File: src/rtl/btb_pkg.sv
// Shared encodings and PC field helpers for the branch target buffer.
package btb_pkg;

  localparam logic [1:0] CTR_SNT   = 2'b00;
  localparam logic [1:0] CTR_WNT   = 2'b01;
  localparam logic [1:0] CTR_WT    = 2'b10;
  localparam logic [1:0] CTR_ST    = 2'b11;
  localparam logic [1:0] CTR_RESET = CTR_WNT;
  localparam logic [1:0] CTR_ALLOC = CTR_WT;

  // Helpers return full-width words; callers slice to their IDX_W / tag width.
  function automatic logic [31:0] pc_idx(input logic [31:0] pc, input int idx_w);
    logic [31:0] mask;
    mask = (32'd1 << idx_w) - 32'd1;
    return (pc >> 2) & mask;
  endfunction

  function automatic logic [31:0] pc_tag(input logic [31:0] pc, input int idx_w);
    return pc >> (idx_w + 2);
  endfunction

endpackage

File: src/rtl/btb_predictor_if.sv
// Fetch-lookup and branch-training bus between the pipeline and the BTB.
interface btb_if;
  logic [31:0] fetch_pc;
  logic        pred_taken;
  logic [31:0] pred_target;
  logic        upd_valid;
  logic [31:0] upd_pc;
  logic        upd_taken;
  logic [31:0] upd_target;
  logic        upd_mispredict;
  logic        btb_clear;
  logic [15:0] mispred_cnt;

  modport master (
    output fetch_pc, upd_valid, upd_pc, upd_taken, upd_target, upd_mispredict, btb_clear,
    input  pred_taken, pred_target, mispred_cnt
  );

  modport slave (
    input  fetch_pc, upd_valid, upd_pc, upd_taken, upd_target, upd_mispredict, btb_clear,
    output pred_taken, pred_target, mispred_cnt
  );
endinterface

File: src/rtl/btb_predictor_sat_ctr2.sv
// 2-bit saturating direction counter next-state function.
module sat_ctr2
  import btb_pkg::*;
(
  input  logic [1:0] ctr,
  input  logic       taken,
  output logic [1:0] ctr_nxt
);

  always_comb begin
    ctr_nxt = ctr;
    if (taken) begin
      if (ctr != CTR_ST) ctr_nxt = ctr + 2'd1;
    end else begin
      if (ctr != CTR_SNT) ctr_nxt = ctr - 2'd1;
    end
  end

endmodule

File: src/rtl/btb_predictor.sv
// Direct-mapped BTB: combinational lookup on fetch_pc, trained on the gated PC clock.
module btb_predictor
  import btb_pkg::*;
#(
  parameter int ENTRIES = 16
) (
  input logic  gated_clock_PC,
  input logic  rst,
  btb_if.slave bus
);

  localparam int IDX_W = $clog2(ENTRIES);
  localparam int TAG_W = 30 - IDX_W;

  logic [ENTRIES-1:0]             valid_q;
  logic [ENTRIES-1:0][TAG_W-1:0]  tag_q;
  logic [ENTRIES-1:0][31:0]       target_q;
  logic [ENTRIES-1:0][1:0]        ctr_q;
  logic [15:0]                    mispred_cnt_q;

  logic [31:0] f_idx_w, f_tag_w, u_idx_w, u_tag_w;
  logic [IDX_W-1:0] f_idx, u_idx;
  logic [TAG_W-1:0] f_tag, u_tag;
  logic f_hit, u_hit;
  logic [1:0] ctr_nxt;
  logic unused_bits;

  assign f_idx_w = pc_idx(bus.fetch_pc, IDX_W);
  assign f_tag_w = pc_tag(bus.fetch_pc, IDX_W);
  assign u_idx_w = pc_idx(bus.upd_pc, IDX_W);
  assign u_tag_w = pc_tag(bus.upd_pc, IDX_W);
  assign f_idx   = f_idx_w[IDX_W-1:0];
  assign f_tag   = f_tag_w[TAG_W-1:0];
  assign u_idx   = u_idx_w[IDX_W-1:0];
  assign u_tag   = u_tag_w[TAG_W-1:0];
  assign unused_bits = ^{f_idx_w[31:IDX_W], f_tag_w[31:TAG_W], u_idx_w[31:IDX_W], u_tag_w[31:TAG_W]};

  // Lookup reads pre-edge state, so a same-index update becomes visible next cycle.
  assign f_hit           = valid_q[f_idx] && (tag_q[f_idx] == f_tag);
  assign u_hit           = valid_q[u_idx] && (tag_q[u_idx] == u_tag);
  assign bus.pred_taken  = f_hit & ctr_q[f_idx][1];
  assign bus.pred_target = f_hit ? target_q[f_idx] : 32'd0;
  assign bus.mispred_cnt = mispred_cnt_q;

  sat_ctr2 u_sat_ctr2 (
    .ctr    (ctr_q[u_idx]),
    .taken  (bus.upd_taken),
    .ctr_nxt(ctr_nxt)
  );

  always_ff @(posedge gated_clock_PC or posedge rst) begin
    if (rst) begin
      valid_q       <= '0;
      tag_q         <= '0;
      target_q      <= '0;
      ctr_q         <= {ENTRIES{CTR_RESET}};
      mispred_cnt_q <= '0;
    end else begin
      if (bus.upd_valid && bus.upd_mispredict && (mispred_cnt_q != 16'hFFFF))
        mispred_cnt_q <= mispred_cnt_q + 16'd1;
      // Clear wins over training; only valid bits are dropped.
      if (bus.btb_clear) begin
        valid_q <= '0;
      end else if (bus.upd_valid) begin
        if (u_hit) begin
          ctr_q[u_idx] <= ctr_nxt;
          if (bus.upd_taken) target_q[u_idx] <= bus.upd_target;
        end else if (bus.upd_taken) begin
          valid_q[u_idx]  <= 1'b1;
          tag_q[u_idx]    <= u_tag;
          target_q[u_idx] <= bus.upd_target;
          ctr_q[u_idx]    <= CTR_ALLOC;
        end
      end
    end
  end

endmodule

File: src/flat_wrapper.sv
// flat-port wrapper written by rule: the top's interface ports become plain ports
module btb_predictor_flat import btb_pkg::*;
#(
  parameter int ENTRIES = 16
)
  (gated_clock_PC, rst, bus_fetch_pc, bus_upd_valid, bus_upd_pc, bus_upd_taken, bus_upd_target, bus_upd_mispredict, bus_btb_clear, bus_pred_taken, bus_pred_target, bus_mispred_cnt);
  btb_if bus_i ();
  input logic gated_clock_PC;
  input logic rst;
  input wire logic [$bits(bus_i.fetch_pc)-1:0] bus_fetch_pc;
  input wire logic [$bits(bus_i.upd_valid)-1:0] bus_upd_valid;
  input wire logic [$bits(bus_i.upd_pc)-1:0] bus_upd_pc;
  input wire logic [$bits(bus_i.upd_taken)-1:0] bus_upd_taken;
  input wire logic [$bits(bus_i.upd_target)-1:0] bus_upd_target;
  input wire logic [$bits(bus_i.upd_mispredict)-1:0] bus_upd_mispredict;
  input wire logic [$bits(bus_i.btb_clear)-1:0] bus_btb_clear;
  output wire logic [$bits(bus_i.pred_taken)-1:0] bus_pred_taken;
  output wire logic [$bits(bus_i.pred_target)-1:0] bus_pred_target;
  output wire logic [$bits(bus_i.mispred_cnt)-1:0] bus_mispred_cnt;
  assign bus_i.fetch_pc = bus_fetch_pc;
  assign bus_i.upd_valid = bus_upd_valid;
  assign bus_i.upd_pc = bus_upd_pc;
  assign bus_i.upd_taken = bus_upd_taken;
  assign bus_i.upd_target = bus_upd_target;
  assign bus_i.upd_mispredict = bus_upd_mispredict;
  assign bus_i.btb_clear = bus_btb_clear;
  assign bus_pred_taken = bus_i.pred_taken;
  assign bus_pred_target = bus_i.pred_target;
  assign bus_mispred_cnt = bus_i.mispred_cnt;
  btb_predictor #(.ENTRIES(ENTRIES)) u_core (.gated_clock_PC(gated_clock_PC), .rst(rst), .bus(bus_i));
endmodule
File: config.mk
export PLATFORM = sky130hd
export DESIGN_NAME = btb_predictor_flat
export DESIGN_NICKNAME = d
export VERILOG_FILES = /design/src/rtl/btb_pkg.sv /design/src/rtl/btb_predictor_if.sv /design/src/rtl/btb_predictor_sat_ctr2.sv /design/src/rtl/btb_predictor.sv /design/src/flat_wrapper.sv
export SDC_FILE = /design/constraint.sdc
export NUM_CORES = 2
export LEC_CHECK = 0
export CAP_MARGIN = 0
export CORE_ASPECT_RATIO = 1.2
export CORE_UTILIZATION = 55
export DETAILED_ROUTE_END_ITERATION = 8
export HOLD_SLACK_MARGIN = 0.1
export PLACE_DENSITY = 0.68
export SETUP_SLACK_MARGIN = 0.1
export SLEW_MARGIN = 20
export SYNTH_ARGS = -nofsm -noshare
export SYNTH_HDL_FRONTEND = slang
export SYNTH_SLANG_ARGS = --single-unit
File: constraint.sdc
create_clock -name gated_clock_PC -period 100.7 [get_ports gated_clock_PC]
set_input_delay 20.14 -clock gated_clock_PC [delete_from_list [all_inputs] [get_ports gated_clock_PC]]
set_output_delay 20.14 -clock gated_clock_PC [all_outputs]
set_load 0.02 [all_outputs]
==> run_results.csv <==
group,metric,value,unit
global_routing,grt_pass1_vias,33300,
finish,multi_input_area,24100,um2
floorplan,start_util,0.556,
setup_path,crit_top_cell,"buf_4",
synth,synth_top_family_by_area,"multiplexers",
synth,synthMuxAreaShare,0.401,
clocking,clock_sinks,992,
clocking,h-tree-depth,3,
sta,timing.final.crit_share,0.458,
finish,register_area,24800,um2
setup_path,worstSetupStartpointType,"primary input",
setup_path,ff2ff_setup_slack,95.05,ns
worst_hold_path,holdPathStages,1,
sta,finalHoldViolCount,0,
drt,viasPerCell,6.60,
drt,routedWlPerCell,29.9,um
pwr,swShare,0.255,
synth,ys_top_cells_by_count,"dfrtp_1 (976), mux2_2 (808), mux4_2 (365)",
synth,synthArstFlopShare,1.00,
pwr,pwr-share-seq,0.465,
synth,dominantRegCellSynth,"dfrtp_1",
finish,fin_util,0.617,
clocking,cts_tree,"done",
synth,synth_top_area_frac,0.482,
sta,setup_slack,54.56,ns
floorplan,die_area,93300,um2
synth,synth-xor-area-share,0.0106,
setup_path,rr_worst_depth,12,
placement,post-place-ws,54.50,ns
clocking,insertion_delay,0.70,ns
setup_path,worstPathRequired,80.56,ns
synth,synth_compound_area_frac,0.0331,
synth,synth_cells,3281,
pwr,clockPowerShare,0.380,
synth,ys_seq_elements,992,
placement,dp_hpwl,78200,um
synth,syn-num-nets,3384,
sta,relSlewSlack,0.253,
clocking,cts.reportedPaths.clkPinSlew,0.06,ns
finish,drive_gt1_frac,0.474,
sta,holdWs,0.500,ns
floorplan,die_h,334,um
drt,drtAntennaViolNets,0,
synth,syn_area,50600,um2
pwr,ir_drop,0.0000159,V
pwr,p_leak,25.0,nW
worst_hold_path,min-delay-start,"u_core.bus.mispred_cnt[11]$_DFFE_PP0P_",
clocking,cts-buffers-inserted,102,
pwr,combinationalPowerShare,0.155,
synth,post_synth.cell_area_avg,15.4,um2
clocking,cts_resized,0,
pwr,finalPower,1.04,mW
clocking,clockBufferDepth,3,
setup_path,crit_path_cell_trace,"buf_8, buf_4, buf_12, mux4_2, nor2b_1, a211oi_1, a21oi_1, xnor2_1, nand4_1, nor4_1, buf_4, nand4_1, buf_4, nor2b_1, clkdlybuf4s50_1",
setup_path,critPathCaptureType,"primary output",
synth,yosys.area_share.simple,0.0294,
sta,finalClockSkew,0.0233,ns
finish,fill_cells,6731,
pwr,p_per_area,18.5,nW/um2
global_routing,antenna_found_initial,6,
run_status,run_status,"finished, final reports clean",
synth,ys_warn_count,0,
setup_path,worstReg2RegEnd,"u_core.tag_q[314]$_DFFE_PP0P_",
finish,area_growth,10.9,%
synth,ys_seq_area_frac,0.491,
run,drv_cap,0,
sta,fmax,0.0217,GHz
setup_path,reg2reg_from,"u_core.tag_q[163]$_DFFE_PP0P_",
floorplan,die_w,279,um
drt,first_pass_iters,8,
pwr,p_int,0.774,mW
synth,yosys-top-cells-area,"dfrtp_1 (48%), mux2_2 (18%), mux4_2 (16%)",
placement,port_buffers,146,
placement,gp_congestion,0.880,
sta,rsz0062_at_grt,"no",
setup_path,worstPathMaxFanout,91,
global_routing,track_usage,0.303,
clocking,cts_hold_buf,0,
setup_path,cp_slowest_cell,"buf_4",
setup_path,slowest_delay,0.74,ns
synth,synth_edf_count,0,
synth,synth_top_area_cell,"dfrtp_1",
synth,synthAdderAreaFrac,0.000643,
finish,nets,3398,
drt,vias,30500,
floorplan,pin_count,151,
worst_hold_path,min_to,"u_core.bus.mispred_cnt[11]$_DFFE_PP0P_",
sta,setup_viol,0,
global_routing,grt_max_degree,165,
clocking,cts_setup_buffers,0,
drt,first_iter_violations,2497,
pwr,p_sw,0.265,mW
sta,min_period,46.14,ns
setup_path,criticalPathCategory,"in -> out",
sta,worst_slew_pin_slew,1.12,ns
worst_hold_path,hp-class,"reg -> reg",
sta,setup_tns,0,ns
global_routing,grt_pass1_wl,211000,um
drt,routed_wl,138000,um
clocking,cts-root-buf,"clkbuf_16",
sta,slew_viol_final,0,
synth,synth_cell_types,76,
setup_path,crit_arrival,26.00,ns
global_routing,gr-total-overflow,0,
floorplan,core_area,91000,um2
drt,route.detailed.drc,0,
floorplan,num_rows,121,
synth,yosys.cell_count.top_type,"dfrtp_1",
## placed cells by master, fill, tap and decap left out, drive strengths merged, types with 33 or more instances in the layout
| master | count |
|---|---|
| clkbuf | 144 |
| dfrtp | 976 |
| o21ai | 59 |
| clkinv | 33 |
| mux4 | 372 |
| buf | 70 |
| nand2 | 56 |
| nor2 | 65 |
| mux2 | 941 |
| mux2i | 82 |
| xnor2 | 41 |
| nor2b | 54 |
| a21oi | 36 |
| clkdlybuf4s50 | 139 |
## state kept, by name, indices dropped and copies added (netlist names)
register and count:
u_core.valid_q 16, u_core.ctr_q 32, u_core.tag_q 416, u_core.target_q 512, u_core.bus.mispred_cnt 16
## per-layer routing
metal  share of wire  up-vias  track usage
li1                -    12500            -
met1            0.40    16500        0.392
met2            0.50     1086        0.511
met3           0.058      339       0.0446
met4           0.042        6        0.129
met5         0.00025        -            0
## critical path: cells and delay by family
| kind | cells | cell delay, ns |
|---|---|---|
| AOI/OAI and AO/OA | 2 | 0.32 |
| xor gates and xnor gates | 1 | 0.30 |
| buffers and inverters | 6 | 3.20 |
| muxes | 1 | 0.60 |
| and+or+nand+nor | 5 | 1.17 |
## cells by family (layout without fill, tap and decap cells)
logic type,after synthesis,count (layout)
mux,1395,1395
compound gates,239,239
simple gates,261,261
fa+ha+maj,3,3
xor+xnor,61,61
other cells,0,2
flops,992,992
buf+inv,330,431
## power groups by stage
stage,combinational [mW],clock (mW),sequential (mW)
final,0.161,0.395,0.483
after global placement,0.155,0,0.482
after floorplan,0.124,0,0.480
after detailed placement,0.161,0,0.489
after global routing,0.172,0.418,0.489
after CTS,0.162,0.401,0.482
## how the worst max path moves through the flow
| stage | startpoint | end | slack [ns] | cells past startpoint |
|---|---|---|---|---|
| 6_report | bus_fetch_pc[2] | bus_pred_target[4] | 54.56 | 15 |
| 5_1_grt | bus_fetch_pc[2] | bus_pred_taken | 54.22 | 15 |
| 4_1_cts | bus_fetch_pc[2] | bus_pred_target[4] | 54.47 | 15 |
| 3_5_place_dp | bus_fetch_pc[2] | bus_pred_target[4] | 54.50 | 15 |
| 3_3_place_gp | bus_fetch_pc[2] | bus_pred_target[1] | 54.51 | 15 |
| 2_1_floorplan | rst | u_core.bus.mispred_cnt[0]$_DFFE_PP0P_ | 52.68 | 1 |
## cell type report
cell class                      count  share of cell area
Multi-Input combinational cell   1959               0.429
Tap cell                         1230              0.0274
Timing Repair Buffer              209              0.0358
Inverter                           31             0.00230
Sequential cell                   992               0.443
Antenna cell                        2           0.0000891
Clock buffer                      144              0.0524
Clock inverter                     47              0.0100
## per-stage QoR
stage                     std cells  instance area, um2
after floorplan                3281               50600
after global placement         4420               52600
after detailed placement       4420               52600
after CTS                      4611               56100
after global routing           4614               56100
final                          4614               56100
Power figures use the tool's default switching activity.
